===== src/rtl/icache_nway.sv =====
// -----------------------------------------------------------------------------
// icache_nway
//
// Set-associative instruction cache with multi-word blocks, placed between the
// fetch stage and the memory arbiter. A lookup that hits is answered in the
// same cycle. A miss fetches the whole block in word order. The block is then
// installed into an invalid way if one exists, or into the round-robin victim
// of the set. A flush request clears one set per cycle.
//
// Ports
//   CLK, nRST    : clock (rising edge) and asynchronous active-low reset
//   imemREN      : fetch read request
//   imemaddr     : fetch byte address (byte offset ignored)
//   ihit         : request served this cycle (combinational)
//   imemload     : instruction word when ihit=1, otherwise 0
//   iflush       : pulse, invalidate the entire cache
//   iflush_done  : pulse on the cycle the last set is cleared
//   iREN, iaddr  : memory read request and word address during a fill
//   iload, iwait : memory read data and busy flag (data valid when iwait=0)
// -----------------------------------------------------------------------------
module icache_nway #(
    parameter int WORD_W    = 32,
    parameter int NSETS     = 16,
    parameter int NWAYS     = 2,
    parameter int BLK_WORDS = 2
) (
    input  logic              CLK,
    input  logic              nRST,
    input  logic              imemREN,
    input  logic [WORD_W-1:0] imemaddr,
    output logic              ihit,
    output logic [WORD_W-1:0] imemload,
    input  logic              iflush,
    output logic              iflush_done,
    output logic              iREN,
    output logic [WORD_W-1:0] iaddr,
    input  logic [WORD_W-1:0] iload,
    input  logic              iwait
);

    localparam int BYT_W  = $clog2(WORD_W / 8);
    localparam int IDX_W  = $clog2(NSETS);
    localparam int BLK_W  = $clog2(BLK_WORDS);
    localparam int TAG_W  = WORD_W - IDX_W - BLK_W - BYT_W;
    localparam int BOFF_W = (BLK_W > 0) ? BLK_W : 1;
    localparam int WAY_W  = (NWAYS > 1) ? $clog2(NWAYS) : 1;
    // One counter serves both as the fill word index and as the flush set index.
    localparam int CNT_W  = (IDX_W > BLK_W) ? IDX_W : BLK_W;

    localparam logic [1:0] S_IDLE  = 2'd0;
    localparam logic [1:0] S_FILL  = 2'd1;
    localparam logic [1:0] S_FLUSH = 2'd2;

    // Control state (reset)
    logic [1:0]       state_q, state_d;
    logic [CNT_W-1:0] cnt_q, cnt_d;
    logic             pend_q, pend_d;
    logic [NWAYS-1:0] valid_q [NSETS];
    logic [NWAYS-1:0] valid_d [NSETS];
    logic [WAY_W-1:0] rr_q [NSETS];
    logic [WAY_W-1:0] rr_d [NSETS];

    // Datapath state (no reset)
    logic [TAG_W-1:0]  ftag_q, ftag_d;
    logic [IDX_W-1:0]  fidx_q, fidx_d;
    logic [WORD_W-1:0] lbuf_q [BLK_WORDS];
    logic [TAG_W-1:0]  tag_mem [NSETS][NWAYS];
    logic [WORD_W-1:0] data_mem [NSETS][NWAYS][BLK_WORDS];

    logic [TAG_W-1:0]  req_tag;
    logic [IDX_W-1:0]  req_idx;
    logic [BOFF_W-1:0] req_boff;
    logic [NWAYS-1:0]  match;
    logic [BOFF_W-1:0] fill_word;
    logic [IDX_W-1:0]  flush_idx;
    logic [WAY_W-1:0]  victim;
    logic              victim_free;
    logic              beat_acc;
    logic              fill_last;

    assign req_tag   = TAG_W'(imemaddr >> (WORD_W - TAG_W));
    assign req_idx   = IDX_W'(imemaddr >> (BLK_W + BYT_W));
    assign req_boff  = (BLK_W > 0) ? BOFF_W'(imemaddr >> BYT_W) : '0;
    assign fill_word = BOFF_W'(cnt_q);
    assign flush_idx = cnt_q[IDX_W-1:0];

    assign beat_acc  = (state_q == S_FILL) && !iwait;
    assign fill_last = beat_acc && (cnt_q == CNT_W'(BLK_WORDS - 1));

    always_comb begin
        match = '0;
        for (int w = 0; w < NWAYS; w++) begin
            match[w] = valid_q[req_idx][w] && (tag_mem[req_idx][w] == req_tag);
        end
    end

    // A pending flush request wins over serving a hit in the same cycle.
    always_comb begin
        ihit     = (state_q == S_IDLE) && imemREN && !iflush && (|match);
        imemload = '0;
        if (ihit) begin
            for (int w = 0; w < NWAYS; w++) begin
                if (match[w]) begin
                    imemload = imemload | data_mem[req_idx][w][req_boff];
                end
            end
        end
    end

    always_comb begin
        iREN        = (state_q == S_FILL);
        iaddr       = '0;
        if (iREN) begin
            iaddr = (WORD_W'(ftag_q) << (WORD_W - TAG_W))
                  | (WORD_W'(fidx_q) << (BLK_W + BYT_W))
                  | ((BLK_W > 0) ? (WORD_W'(fill_word) << BYT_W) : '0);
        end
        iflush_done = (state_q == S_FLUSH) && (cnt_q == CNT_W'(NSETS - 1));
    end

    // Victim: lowest-index invalid way, otherwise the set's round-robin pointer.
    always_comb begin
        victim      = rr_q[fidx_q];
        victim_free = 1'b0;
        for (int w = 0; w < NWAYS; w++) begin
            if (!victim_free && !valid_q[fidx_q][w]) begin
                victim      = WAY_W'(w);
                victim_free = 1'b1;
            end
        end
    end

    always_comb begin
        state_d = state_q;
        cnt_d   = cnt_q;
        pend_d  = pend_q;
        ftag_d  = ftag_q;
        fidx_d  = fidx_q;
        valid_d = valid_q;
        rr_d    = rr_q;
        case (state_q)
            S_IDLE: begin
                if (iflush) begin
                    state_d = S_FLUSH;
                    cnt_d   = '0;
                end else if (imemREN && !(|match)) begin
                    state_d = S_FILL;
                    cnt_d   = '0;
                    ftag_d  = req_tag;
                    fidx_d  = req_idx;
                end
            end
            S_FILL: begin
                if (iflush) begin
                    pend_d = 1'b1;
                end
                if (fill_last) begin
                    valid_d[fidx_q][victim] = 1'b1;
                    if (NWAYS > 1 && !victim_free) begin
                        rr_d[fidx_q] = rr_q[fidx_q] + 1'b1;
                    end
                    cnt_d = '0;
                    // A flush that arrived during the fill runs once the line is in.
                    if (pend_q || iflush) begin
                        state_d = S_FLUSH;
                        pend_d  = 1'b0;
                    end else begin
                        state_d = S_IDLE;
                    end
                end else if (beat_acc) begin
                    cnt_d = cnt_q + 1'b1;
                end
            end
            S_FLUSH: begin
                valid_d[flush_idx] = '0;
                rr_d[flush_idx]    = '0;
                if (cnt_q == CNT_W'(NSETS - 1)) begin
                    state_d = S_IDLE;
                    cnt_d   = '0;
                end else begin
                    cnt_d = cnt_q + 1'b1;
                end
            end
            default: begin
                state_d = S_IDLE;
                cnt_d   = '0;
            end
        endcase
    end

    always_ff @(posedge CLK or negedge nRST) begin
        if (!nRST) begin
            state_q <= S_IDLE;
            cnt_q   <= '0;
            pend_q  <= 1'b0;
            for (int s = 0; s < NSETS; s++) begin
                valid_q[s] <= '0;
                rr_q[s]    <= '0;
            end
        end else begin
            state_q <= state_d;
            cnt_q   <= cnt_d;
            pend_q  <= pend_d;
            valid_q <= valid_d;
            rr_q    <= rr_d;
        end
    end

    // Arrays and fill bookkeeping carry no reset; a reset mid-fill drops the
    // state to IDLE, so the partial line is never written.
    always_ff @(posedge CLK) begin
        ftag_q <= ftag_d;
        fidx_q <= fidx_d;
        if (beat_acc) begin
            lbuf_q[fill_word] <= iload;
        end
        if (fill_last) begin
            tag_mem[fidx_q][victim] <= ftag_q;
            for (int k = 0; k < BLK_WORDS; k++) begin
                data_mem[fidx_q][victim][k] <= (k == BLK_WORDS - 1) ? iload : lbuf_q[k];
            end
        end
    end

    // A tag may live in at most one way of a set.
    always_ff @(posedge CLK) begin
        if (nRST && (state_q == S_IDLE) && imemREN) begin
            assert ($onehot0(match));
        end
    end

endmodule


===== config.mk =====
export PLATFORM = sky130hd
export DESIGN_NAME = icache_nway
export DESIGN_NICKNAME = d
export VERILOG_FILES = /design/src/rtl/icache_nway.sv
export SDC_FILE = /design/constraint.sdc
export NUM_CORES = 2
export LEC_CHECK = 0
export BUFFER_PORTS_ARGS = -buffer_cell sky130_fd_sc_hd__buf_2
export CELL_PAD_IN_SITES_DETAIL_PLACEMENT = 1
export CELL_PAD_IN_SITES_GLOBAL_PLACEMENT = 1
export CORE_ASPECT_RATIO = 1.2
export CORE_MARGIN = 2
export CORE_UTILIZATION = 50
export CTS_BUF_LIST = sky130_fd_sc_hd__clkbuf_16
export CTS_CLUSTER_SIZE = 16
export DETAILED_ROUTE_END_ITERATION = 8
export PLACE_DENSITY_LB_ADDON = 0.1
export SLEW_MARGIN = 10
export SYNTH_ARGS = -nofsm -noshare
export SYNTH_HDL_FRONTEND = slang
export SYNTH_SLANG_ARGS = --single-unit

===== constraint.sdc =====
create_clock -name CLK -period 12.7 [get_ports CLK]
set_input_delay 2.54 -clock CLK [delete_from_list [all_inputs] [get_ports CLK]]
set_output_delay 2.54 -clock CLK [all_outputs]
set_load 0.02 [all_outputs]

==> results.json <==
{
  "end_kind": "output port",
  "global_route.overflow_total": 0,
  "timing.critical_path.buf_inv": 4,
  "number_of_max_capacitance_violations_reported": 0,
  "power.share.clock_pct": 41.0,
  "grt_setup_unrepaired": "no",
  "placed_cell_count": 8119,
  "cp_common_cell": "buf_4",
  "routed_wire_length_per_instance_um": 36.53,
  "layout-drive-gt1-share_pct": 28.13,
  "seq_area_frac_synth_pct": 76.63,
  "grt_max_degree": 127,
  "grt_first_pass_wirelength_um": 449700,
  "synth-async-reset-ratio_pct": 1.856,
  "critical-path-slowest-cell": "nor3_1",
  "cts_root_buffer": "clkbuf_16",
  "drt_wirelength_um": 316100,
  "detail_route.drc_violations": 0,
  "hold_viol_final": 0,
  "buffer_ports.inserted": 131,
  "viasPerCell": 6.441,
  "initial_standard_cell_utilization_of_the_core_pct": 50.26,
  "slew_violations": 0,
  "final_min_period_over_clock_period_pct": 82.64,
  "internal_power_mw": 16.23,
  "timing.setup.tns_ns": 0,
  "comb_power_share_pct": 5.5,
  "synth.ff_latch_count": 2964,
  "syn_area_per_cell_um2": 22.61,
  "tightest_slew_ns": 1.286,
  "synthTopCellsByArea": "edfxtp_1 75%, mux4_2 16%, mux2i_1 1.7%",
  "dieWidth_um": 443.3,
  "finalCriticalPeriod_ns": 10.49,
  "path_max_fanout": 63,
  "outcome": "complete, no violations",
  "achievable-frequency_ghz": 0.09529,
  "maxSlewHeadroom_pct": 13.62,
  "drt_pre_antenna_iters": 7,
  "fillCellCount": 19230,
  "power_switching_mw": 4.527,
  "tritoncts": "done",
  "post_synth_inst_count": 5122,
  "synth-main-ff-cell": "edfxtp_1",
  "grt_pass1_vias": 58750,
  "dr_total_vias": 55720,
  "timing.final.setup_violations": 0,
  "postRouteAntennaNets": 0,
  "critical_path.startpoint_type": "primary input",
  "crit_chain": "buf_8 -> buf_4 -> mux4_2 -> nor2_1 -> nor3_1 -> o2111ai_1 -> o32ai_1 -> and4b_1 -> nand4_1 -> buf_4 -> o22ai_1 -> and2_1 -> buf_2",
  "floorplan.rows": 193,
  "post-cts-setup-buffer-count": 0,
  "cts_max_path_buffers": 4,
  "stdcell_count": 8651,
  "cts_resized": 0,
  "pwr_density_nw_per_um2": 160.0,
  "cts-htree-levels": 5,
  "antenna_found_initial": 26,
  "worst-endpoint-required_ns": 10.16,
  "hold_class": "flop to flop",
  "track_usage_pct": 27.22,
  "worstSkewPairLatency_ns": 0.96,
  "netlist-cell-type-count": 73,
  "synth.yosys.warnings": 0,
  "switch_share_pct": 21.81,
  "worst_setup_hold_path_clk_slew_ns": 0.05,
  "die_area_um2": 235400,
  "area_inside_the_core_boundary_um2": 230400,
  "io_pins": 136,
  "combined_area_of_all_synthesized_cells_um2": 115800,
  "timing.setup.critical_path_class": "primary input to output port",
  "worst_path_dominant_cell_family": "simple AND/OR/NAND/NOR gates",
  "hold_ws_ns": 0.4824,
  "drtIter0Drc": 5040,
  "cts_sinks": 2964,
  "holdBufCountCts": 0,
  "post_synthesis_cell_type_with_the_largest_combined_area": "edfxtp_1",
  "p_leak_nw": 41.33,
  "area_delta_synth_final_pct": 12.05,
  "power_frac_seq_pct": 53.4,
  "numCtsBuffers": 309,
  "crit_arrival_ns": 7.95,
  "r2r_setup_slack_ns": 7.04,
  "peakVddDrop_v": 0.0001227,
  "synth_top_cell_area_share_pct": 75.45,
  "worst_case_clock_skew_ns": 0.06760,
  "die_y_um": 531.1,
  "gp_routability_congestion": 0.8565,
  "post-dp-hpwl_um": 161400,
  "final_util_pct": 56.32,
  "cpPeakStageDelay_ns": 1.04,
  "nets": 5485,
  "synth_edf_count": 2909
}
[power by group through the flow]
stage                     logic, mW  clock network [mW]  registers [mW]
final                          1.15                8.52            11.1
after global routing           1.23                9.00            11.1
after CTS                      1.16                8.66            11.1
after detailed placement       1.16                   0            11.3
after global placement         1.14                   0            11.3
after floorplan               0.770                   0            11.2
[cells by family (layout without fill, tap and decap cells)]
kind of cell	Yosys count	after routing	synth area share [%]
flops	2964	2964	76.63
simple gates	461	461	1.881
other cells	1	10	0.003239
mux	1074	1074	18.19
xor+xnor	81	81	0.6127
fa+ha+maj	7	7	0.07564
buf+inv	297	795	1.228
compound gates	237	237	1.371
[cell usage after synthesis (all sizes together), types with 3 or more instances]
| cell | n |
|---|---|
| nand2b | 11 |
| buf | 156 |
| or3 | 3 |
| nand4 | 12 |
| a22oi | 26 |
| o22ai | 54 |
| nor2b | 15 |
| mux2 | 54 |
| nor3 | 7 |
| nor2 | 71 |
| a211o | 3 |
| nand3 | 29 |
| nor4 | 6 |
| mux2i | 201 |
| mux4 | 819 |
| o32ai | 3 |
| clkbuf | 129 |
| nand3b | 4 |
| o211ai | 5 |
| xor2 | 34 |
| a31oi | 10 |
| xnor2 | 47 |
| nand2 | 213 |
| or2 | 4 |
| and3 | 3 |
| o21ai | 63 |
| edfxtp | 2909 |
| a21oi | 18 |
| inv | 11 |
| ha | 7 |
| a221oi | 13 |
| and4b | 4 |
| a2111oi | 4 |
| a22o | 8 |
| and2 | 68 |
| dfrtp | 55 |
| a21bo | 3 |
| a211oi | 6 |
[path summary, 6_finish.rpt]
check	start	endpoint	depth (start not counted)
worst max-delay path	imemaddr[3]	imemload[29]	13
worst min-delay path	rr_q[8]$_DFFE_PN0P_	rr_q[8]$_DFFE_PN0P_	2
worst max register to register	fidx_q[1]$_DFFE_PP_	data_mem[9][79]$_DFFE_PP_	8
worst min register to register	rr_q[8]$_DFFE_PN0P_	rr_q[8]$_DFFE_PN0P_	2
max in group asynchronous	nRST	valid_q[10]$_DFFE_PN0P_	2
min in group asynchronous	nRST	rr_q[13]$_DFFE_PN0P_	2
[cell usage in the layout, fill, tap and decap left out, types with 47 or more instances in the layout]
| cell type | synthesis | routed |
|---|---|---|
| and2_1 | 67 | 67 |
| buf_2 | 80 | 126 |
| buf_4 | 25 | 107 |
| clkbuf_16 | 0 | 313 |
| clkinv_1 | 1 | 67 |
| clkinv_2 | 0 | 49 |
| dfrtp_1 | 55 | 55 |
| edfxtp_1 | 2909 | 2909 |
| inv_1 | 9 | 71 |
| mux2_2 | 53 | 53 |
| mux2i_1 | 201 | 201 |
| mux4_2 | 819 | 819 |
| nand2_1 | 213 | 212 |
| o21ai_0 | 62 | 62 |
| o22ai_1 | 54 | 54 |
| xnor2_1 | 47 | 47 |
[layout make-up]
cell class / count / area, um2 / share of cell area (%)
diodes: 8 / 20.02 / 0.01543
clock buffers: 313 / 7833 / 6.037
multi-input cells: 1862 / 25910 / 19.97
clock inverters: 210 / 1465 / 1.129
repair buffers: 260 / 1946 / 1.500
inverters: 12 / 52.55 / 0.04051
flip-flops and latches: 2964 / 88730 / 68.39
well taps: 3022 / 3781 / 2.914
[worst min-delay path, delay by kind of cell, from the launching register on]
kind	cells	cell delay, ns
flip-flops	1	0.34
AO/OA/AOI/OAI	1	0.06
AND/OR/NAND/NOR	1	0.05
[flip-flops by register name, indices dropped and copies added (netlist names)]
signal    count
data_mem   2048
tag_mem     800
lbuf_q       32
valid_q      32
ftag_q       25
rr_q         16
cnt_q         4
fidx_q        4
state_q       2
pend_q        1
[metrics by stage]
| step | total power [mW] | worst slack [ns] | instance area, um2 |
|---|---|---|---|
| 2_1_floorplan | 12.00 | 4.656 | 115800 |
| 3_3_place_gp | 12.42 | 2.279 | 120400 |
| 3_5_place_dp | 12.46 | 2.277 | 120400 |
| 4_1_cts | 20.93 | 2.238 | 129700 |
| 5_1_grt | 21.34 | 2.104 | 129700 |
| 6_report | 20.76 | 2.205 | 129700 |
[routing by layer]
| metal | track usage, % | share of wire [%] | vias to the layer above |
|---|---|---|---|
| met2 | 46.11 | 51 | 2060 |
| met5 | 0 | 0.023 | - |
| met3 | 4.180 | 6.3 | 510 |
| met4 | 8.050 | 2.8 | 12 |
| li1 | - | - | 22190 |
| met1 | 36.86 | 40 | 30940 |
Note: power is estimated with default switching activity, not from simulation.
